===== src/rtl/console_uart_tx_if.sv =====
// Console write port: a one-cycle write strobe plus its data word.
interface console_uart_tx_if #(
    parameter int XLEN = 32
);
    logic            we;
    logic [XLEN-1:0] wdata;

    modport master (output we, output wdata);
    modport slave  (input  we, input  wdata);
endinterface


===== src/rtl/console_uart_tx.sv =====
// Console byte sink: queues the low byte of each console write in a small FIFO
// and shifts it out as an 8N1 UART frame, LSB first, back-to-back when queued.
module console_uart_tx #(
    parameter int XLEN         = 32,
    parameter int CLKS_PER_BIT = 16,
    parameter int FIFO_DEPTH   = 4
) (
    input  logic                          clk,
    input  logic                          reset,
    console_uart_tx_if.slave              cons,
    output logic                          tx,
    output logic                          busy,
    output logic [$clog2(FIFO_DEPTH):0]   fifo_count,
    output logic                          overflow
);
    localparam int AW = $clog2(FIFO_DEPTH);
    localparam int CW = (CLKS_PER_BIT > 1) ? $clog2(CLKS_PER_BIT) : 1;
    localparam logic [CW-1:0] CLK_LAST = CW'(CLKS_PER_BIT - 1);
    localparam logic [AW:0]   DEPTH    = (AW + 1)'(FIFO_DEPTH);

    typedef enum logic [1:0] {IDLE, START, DATA, STOP} state_t;

    state_t          state_reg, state_next;
    logic [CW-1:0]   clk_cnt_reg, clk_cnt_next;
    logic [2:0]      bit_cnt_reg, bit_cnt_next;
    logic [7:0]      shift_reg, shift_next;
    logic            tx_reg, tx_next;
    logic [AW:0]     count_reg;
    logic [AW-1:0]   rd_ptr_reg, wr_ptr_reg;
    logic            overflow_reg;
    logic [7:0]      fifo_mem [FIFO_DEPTH];

    logic            console_we;
    logic [XLEN-1:0] console_wdata;
    logic            unused_upper;
    logic            pop, push, bit_done, fifo_nonempty;
    logic [7:0]      head_byte;

    assign console_we    = cons.we;
    assign console_wdata = cons.wdata;
    assign unused_upper  = ^console_wdata[XLEN-1:8];

    assign fifo_nonempty = (count_reg != '0);
    assign head_byte     = fifo_mem[rd_ptr_reg];
    assign bit_done      = (clk_cnt_reg == CLK_LAST);
    // A full FIFO still takes a write when the same edge frees a slot.
    assign push          = console_we && ((count_reg != DEPTH) || pop);

    always_comb begin
        state_next   = state_reg;
        clk_cnt_next = clk_cnt_reg;
        bit_cnt_next = bit_cnt_reg;
        shift_next   = shift_reg;
        pop          = 1'b0;
        case (state_reg)
            IDLE: begin
                if (fifo_nonempty) begin
                    pop          = 1'b1;
                    shift_next   = head_byte;
                    clk_cnt_next = '0;
                    state_next   = START;
                end
            end
            START: begin
                if (bit_done) begin
                    clk_cnt_next = '0;
                    bit_cnt_next = '0;
                    state_next   = DATA;
                end else begin
                    clk_cnt_next = clk_cnt_reg + CW'(1);
                end
            end
            DATA: begin
                if (bit_done) begin
                    clk_cnt_next = '0;
                    shift_next   = {1'b0, shift_reg[7:1]};
                    if (bit_cnt_reg == 3'd7) begin
                        state_next = STOP;
                    end else begin
                        bit_cnt_next = bit_cnt_reg + 3'd1;
                    end
                end else begin
                    clk_cnt_next = clk_cnt_reg + CW'(1);
                end
            end
            STOP: begin
                if (bit_done) begin
                    clk_cnt_next = '0;
                    if (fifo_nonempty) begin
                        pop        = 1'b1;
                        shift_next = head_byte;
                        state_next = START;
                    end else begin
                        state_next = IDLE;
                    end
                end else begin
                    clk_cnt_next = clk_cnt_reg + CW'(1);
                end
            end
            default: state_next = IDLE;
        endcase

        // The line level is registered, so it follows the state being entered.
        tx_next = 1'b1;
        case (state_next)
            START:   tx_next = 1'b0;
            DATA:    tx_next = shift_next[0];
            default: tx_next = 1'b1;
        endcase
    end

    always_ff @(posedge clk) begin
        if (push) begin
            fifo_mem[wr_ptr_reg] <= console_wdata[7:0];
        end
    end

    always_ff @(posedge clk or negedge reset) begin
        if (!reset) begin
            state_reg    <= IDLE;
            clk_cnt_reg  <= '0;
            bit_cnt_reg  <= '0;
            shift_reg    <= '0;
            tx_reg       <= 1'b1;
            count_reg    <= '0;
            rd_ptr_reg   <= '0;
            wr_ptr_reg   <= '0;
            overflow_reg <= 1'b0;
        end else begin
            state_reg   <= state_next;
            clk_cnt_reg <= clk_cnt_next;
            bit_cnt_reg <= bit_cnt_next;
            shift_reg   <= shift_next;
            tx_reg      <= tx_next;
            count_reg   <= count_reg + (AW + 1)'(push) - (AW + 1)'(pop);
            if (pop) begin
                rd_ptr_reg <= rd_ptr_reg + AW'(1);
            end
            if (push) begin
                wr_ptr_reg <= wr_ptr_reg + AW'(1);
            end
            if (console_we && !push) begin
                overflow_reg <= 1'b1;
            end
        end
    end

    assign tx         = tx_reg;
    assign busy       = (state_reg != IDLE) || fifo_nonempty;
    assign fifo_count = count_reg;
    assign overflow   = overflow_reg;
endmodule


===== src/flat_wrapper.sv =====
// flat-port wrapper written by rule: the top's interface ports become plain ports
module console_uart_tx_flat 
#(
    parameter int XLEN         = 32,
    parameter int CLKS_PER_BIT = 16,
    parameter int FIFO_DEPTH   = 4
)
  (clk, reset, tx, busy, fifo_count, overflow, cons_we, cons_wdata);
  console_uart_tx_if #(.XLEN(XLEN)) cons_i ();
  input  logic clk;
  input  logic reset;
  output logic tx;
  output logic busy;
  output logic [$clog2(FIFO_DEPTH):0] fifo_count;
  output logic overflow;
  input wire logic [$bits(cons_i.we)-1:0] cons_we;
  input wire logic [$bits(cons_i.wdata)-1:0] cons_wdata;
  assign cons_i.we = cons_we;
  assign cons_i.wdata = cons_wdata;
  console_uart_tx #(.XLEN(XLEN), .CLKS_PER_BIT(CLKS_PER_BIT), .FIFO_DEPTH(FIFO_DEPTH)) u_core (.clk(clk), .reset(reset), .cons(cons_i), .tx(tx), .busy(busy), .fifo_count(fifo_count), .overflow(overflow));
endmodule

===== config.mk =====
export PLATFORM = sky130hd
export DESIGN_NAME = console_uart_tx_flat
export DESIGN_NICKNAME = d
export VERILOG_FILES = /design/src/rtl/console_uart_tx_if.sv /design/src/rtl/console_uart_tx.sv /design/src/flat_wrapper.sv
export SDC_FILE = /design/constraint.sdc
export NUM_CORES = 1
export LEC_CHECK = 0
export ABC_CLOCK_PERIOD_IN_PS = 2510
export CORE_MARGIN = 5
export CORE_UTILIZATION = 49
export CTS_BUF_LIST = sky130_fd_sc_hd__clkbuf_16
export DETAILED_ROUTE_END_ITERATION = 6
export GPL_TIMING_DRIVEN = 0
export PLACE_DENSITY = 0.76
export SKIP_LAST_GASP = 1
export SYNTH_ARGS = -nofsm -noshare
export SYNTH_HDL_FRONTEND = slang
export SYNTH_SLANG_ARGS = --single-unit

===== constraint.sdc =====
create_clock -name clk -period 2.51 [get_ports clk]
set_input_delay 0.502 -clock clk [delete_from_list [all_inputs] [get_ports clk]]
set_output_delay 0.502 -clock clk [all_outputs]
set_load 0.1 [all_outputs]

==> out/summary.txt <==
CP delay by family, top -> buffers and inverters
DRC viols -> 0
Core box area -> 0.00554 mm^2
Max Freq -> 407 MHz
Die X -> 85.6 um
Final setup violation count -> 0
Synthesized cell area -> 0.00280 mm^2
Worst-Skew Late Latency -> 0.33 ns
DPL Wire Length -> 3350 um
Asr flop ratio synth -> 0.448
Critical path, cell by cell -> clkdlybuf4s50_1
CTS Root Cell -> clkbuf_16
Worst Max-Slew Pin Slew -> 0.970 ns
Yosys synthesis warning count -> 0
Slew Limit Headroom -> 0.352
Worst hold path class -> in -> async
Post-CTS Hold Buffers -> 0
Inst Count DP -> 287
Required @ worst endpoint -> 2.01 ns
Clk sink count -> 58
Final Hold Fails -> 0
Final wirelength -> 5310 um
Num CTS Buffers -> 9
Crit share post-route -> 0.978
Clock transition at path regs -> 0.05 ns
Sequential-to-total area share from yosys stat -> 0.576
DIE HEIGHT -> 85.6 um
DR WL/cell -> 17.2 um
Post-Syn Instances -> 199
Pwr Total -> 4.26 mW
Crit end category -> output pin
Num rows -> 27
Slowest Stage Delay on Critical Path -> 1.17 ns
Initial core utilization -> 0.505
Overflow after GRT -> 0
Crit-path slowest cell -> clkdlybuf4s50_1
DP Worst Slack -> -0.324 ns
Max VDD drop -> 0.000995 V
PwrDens -> 1230 mW/mm^2
DIE AREA -> 0.00733 mm^2
Final Cell Area -> 0.00347 mm^2
Worst Skew -> 0.00365 ns
Syn_area_per_cell -> 14.1 um^2
Critical Path Fanout Max -> 7
Top_reg_cell synth -> edfxtp_1
Synth Net Count -> 249
Port Buffers -> 16
First-pass GRT wire length -> 9050 um
Largest register FFs -> 32
Global Route Usage Sum -> 0.163
Fin nets -> 281
EDFF count, synth -> 32
Clock Tree Buf Depth -> 2
Initial antenna violation count -> 0
Max-slew violations -> 0
Setup ws final -> 0.0547 ns
Max Cap Viol -> 0
Number of detailed-route iterations in the first pass -> 4
Critical path class -> reg -> out
Antenna viol nets, final -> 0
Area post-placement -> 0.00305 mm^2
Via total after detailed routing -> 1736
Synth unique cells -> 50
Minimum clock period -> 2.46 ns
Layout cells sized above 1 -> 0.216
Initial DRC count -> 89
Vias per inst -> 5.64
Crit path DAT -> 1.95 ns
Fin Hold WS -> 0.178 ns
Area Growth Syn to Fin -> 24.0%
Vias in the first global route -> 1813
Status -> finished, final reports clean
Largest net degree at the start of global routing -> 27
Boundary Pins -> 41
Global placement routability congestion -> 0.819
CTS tree -> done
Buffers and inverters on the worst path -> 1
ANT cells -> 0
CTS H-tree lvls -> 3
Seq cells post-synth -> 58
Final non-filler cell total -> 308
P_leak -> 1.40 nW
Crit start category -> flop
-- final timing paths --
check                                      from               endpoint  slack (ns)  cells after the start
max in group asynchronous                 reset   u_core.fifo_count[1]        1.91                      1
hold reg to reg                 u_core.overflow        u_core.overflow        0.49                      1
setup reg to reg            u_core.state_reg[1]   u_core.fifo_count[2]        0.14                     11
min in group clk                u_core.overflow        u_core.overflow        0.49                      1
hold / removal                            reset  u_core.bit_cnt_reg[1]        0.18                      1
setup / recovery           u_core.fifo_count[1]          fifo_count[1]        0.05                      1
-- power by group --
| group | switching, mW | internal (mW) |
|---|---|---|
| sequential | 0.177 | 1.27 |
| clock | 0.439 | 0.966 |
| combinational | 0.840 | 0.566 |
-- per-stage QoR --
step	setup TNS (ns)	util
2_1_floorplan	0	-
3_3_place_gp	-0.536	0.551
3_5_place_dp	-0.719	0.551
4_1_cts	0	0.620
5_1_grt	-0.0112	0.627
6_report	0	0.627
-- per-layer routing --
layer	up-vias	GRT usage	part of all wire
li1	834	-	-
met1	859	0.197	0.43
met2	30	0.273	0.51
met3	13	0.0384	0.034
met4	0	0.0820	0.022
met5	-	0	0
-- worst reg2reg max path, delay by kind of cell, from the launching register on --
kind | cells | cell delay, ns
AO/OA/AOI/OAI | 1 | 0.05
XOR/XNOR | 2 | 0.27
adder cells (fa/ha/maj) | 4 | 0.98
buffers and inverters | 3 | 0.21
flip-flops | 1 | 0.47
AND/OR/NAND/NOR | 1 | 0.28
-- cell usage in the layout, fill, tap and decap left out, types with 2 or more instances in the layout --
cell type        instances
a21oi_2                  2
bufinv_16                3
a21oi_1                  2
clkdlybuf4s50_1         14
dfrtp_1                 20
o311ai_0                 2
and3_1                   5
o21ai_0                 11
clkbuf_16                9
clkinvlp_4               2
o21ai_1                  2
xnor2_1                  4
inv_1                    8
mux2_2                   2
a22o_1                  11
dfrtp_2                  5
nor2_1                   5
mux2i_1                  7
nor3_1                   2
buf_2                    7
o22ai_1                  2
ha_4                     2
nor3b_1                  2
buf_4                    5
nand2_1                 13
ha_1                    11
clkbuf_1                 2
nand3_1                  4
inv_2                    2
edfxtp_1                32
mux4_1                   7
-- synthesized netlist by cell type (all sizes together), types with 3 or more instances --
| cell | count | area, um^2 |
|---|---|---|
| ha | 14 | 175 |
| nand2 | 13 | 48.8 |
| o21ai | 13 | 65.1 |
| edfxtp | 32 | 961 |
| mux2i | 7 | 70.1 |
| and3 | 5 | 31.3 |
| inv | 10 | 37.5 |
| a21oi | 4 | 27.5 |
| nand3 | 4 | 20.0 |
| dfrtp | 25 | 626 |
| nor2 | 5 | 18.8 |
| clkbuf | 3 | 12.5 |
| buf | 6 | 36.3 |
| mux4 | 8 | 206 |
| a22o | 11 | 96.3 |
| xnor2 | 4 | 35.0 |
| nor3 | 4 | 30.0 |
-- area by class of cell --
type / instances / area [um^2]
clock buffers: 9 / 225
repair buffers: 21 / 188
clock inverters: 7 / 118
flip-flops and latches: 58 / 1620
fillers: 417 / 2070
well taps: 72 / 90.1
plain buffers: 9 / 48.8
inverters: 10 / 37.5
multi-input cells: 122 / 1150
-- cell families (layout without fill, tap and decap cells) --
kind of cell / Yosys count / in the layout / share of synthesized area
buffers and inverters: 19 / 56 / 0.0308
AND/OR/NAND/NOR: 44 / 44 / 0.0934
multiplexers: 17 / 17 / 0.107
flip-flops: 58 / 58 / 0.576
XOR/XNOR: 5 / 5 / 0.0156
adder cells (fa/ha/maj): 15 / 15 / 0.0697
AO/OA/AOI/OAI: 41 / 41 / 0.108
-- what timing repair did --
item / in CTS / in global routing
endpoints found under the setup margin: 3 / 1
resized for setup: 9 / 8
pin swaps: 1 / 1
buffers inserted: 3 / 2
Power figures use the tool's default switching activity.
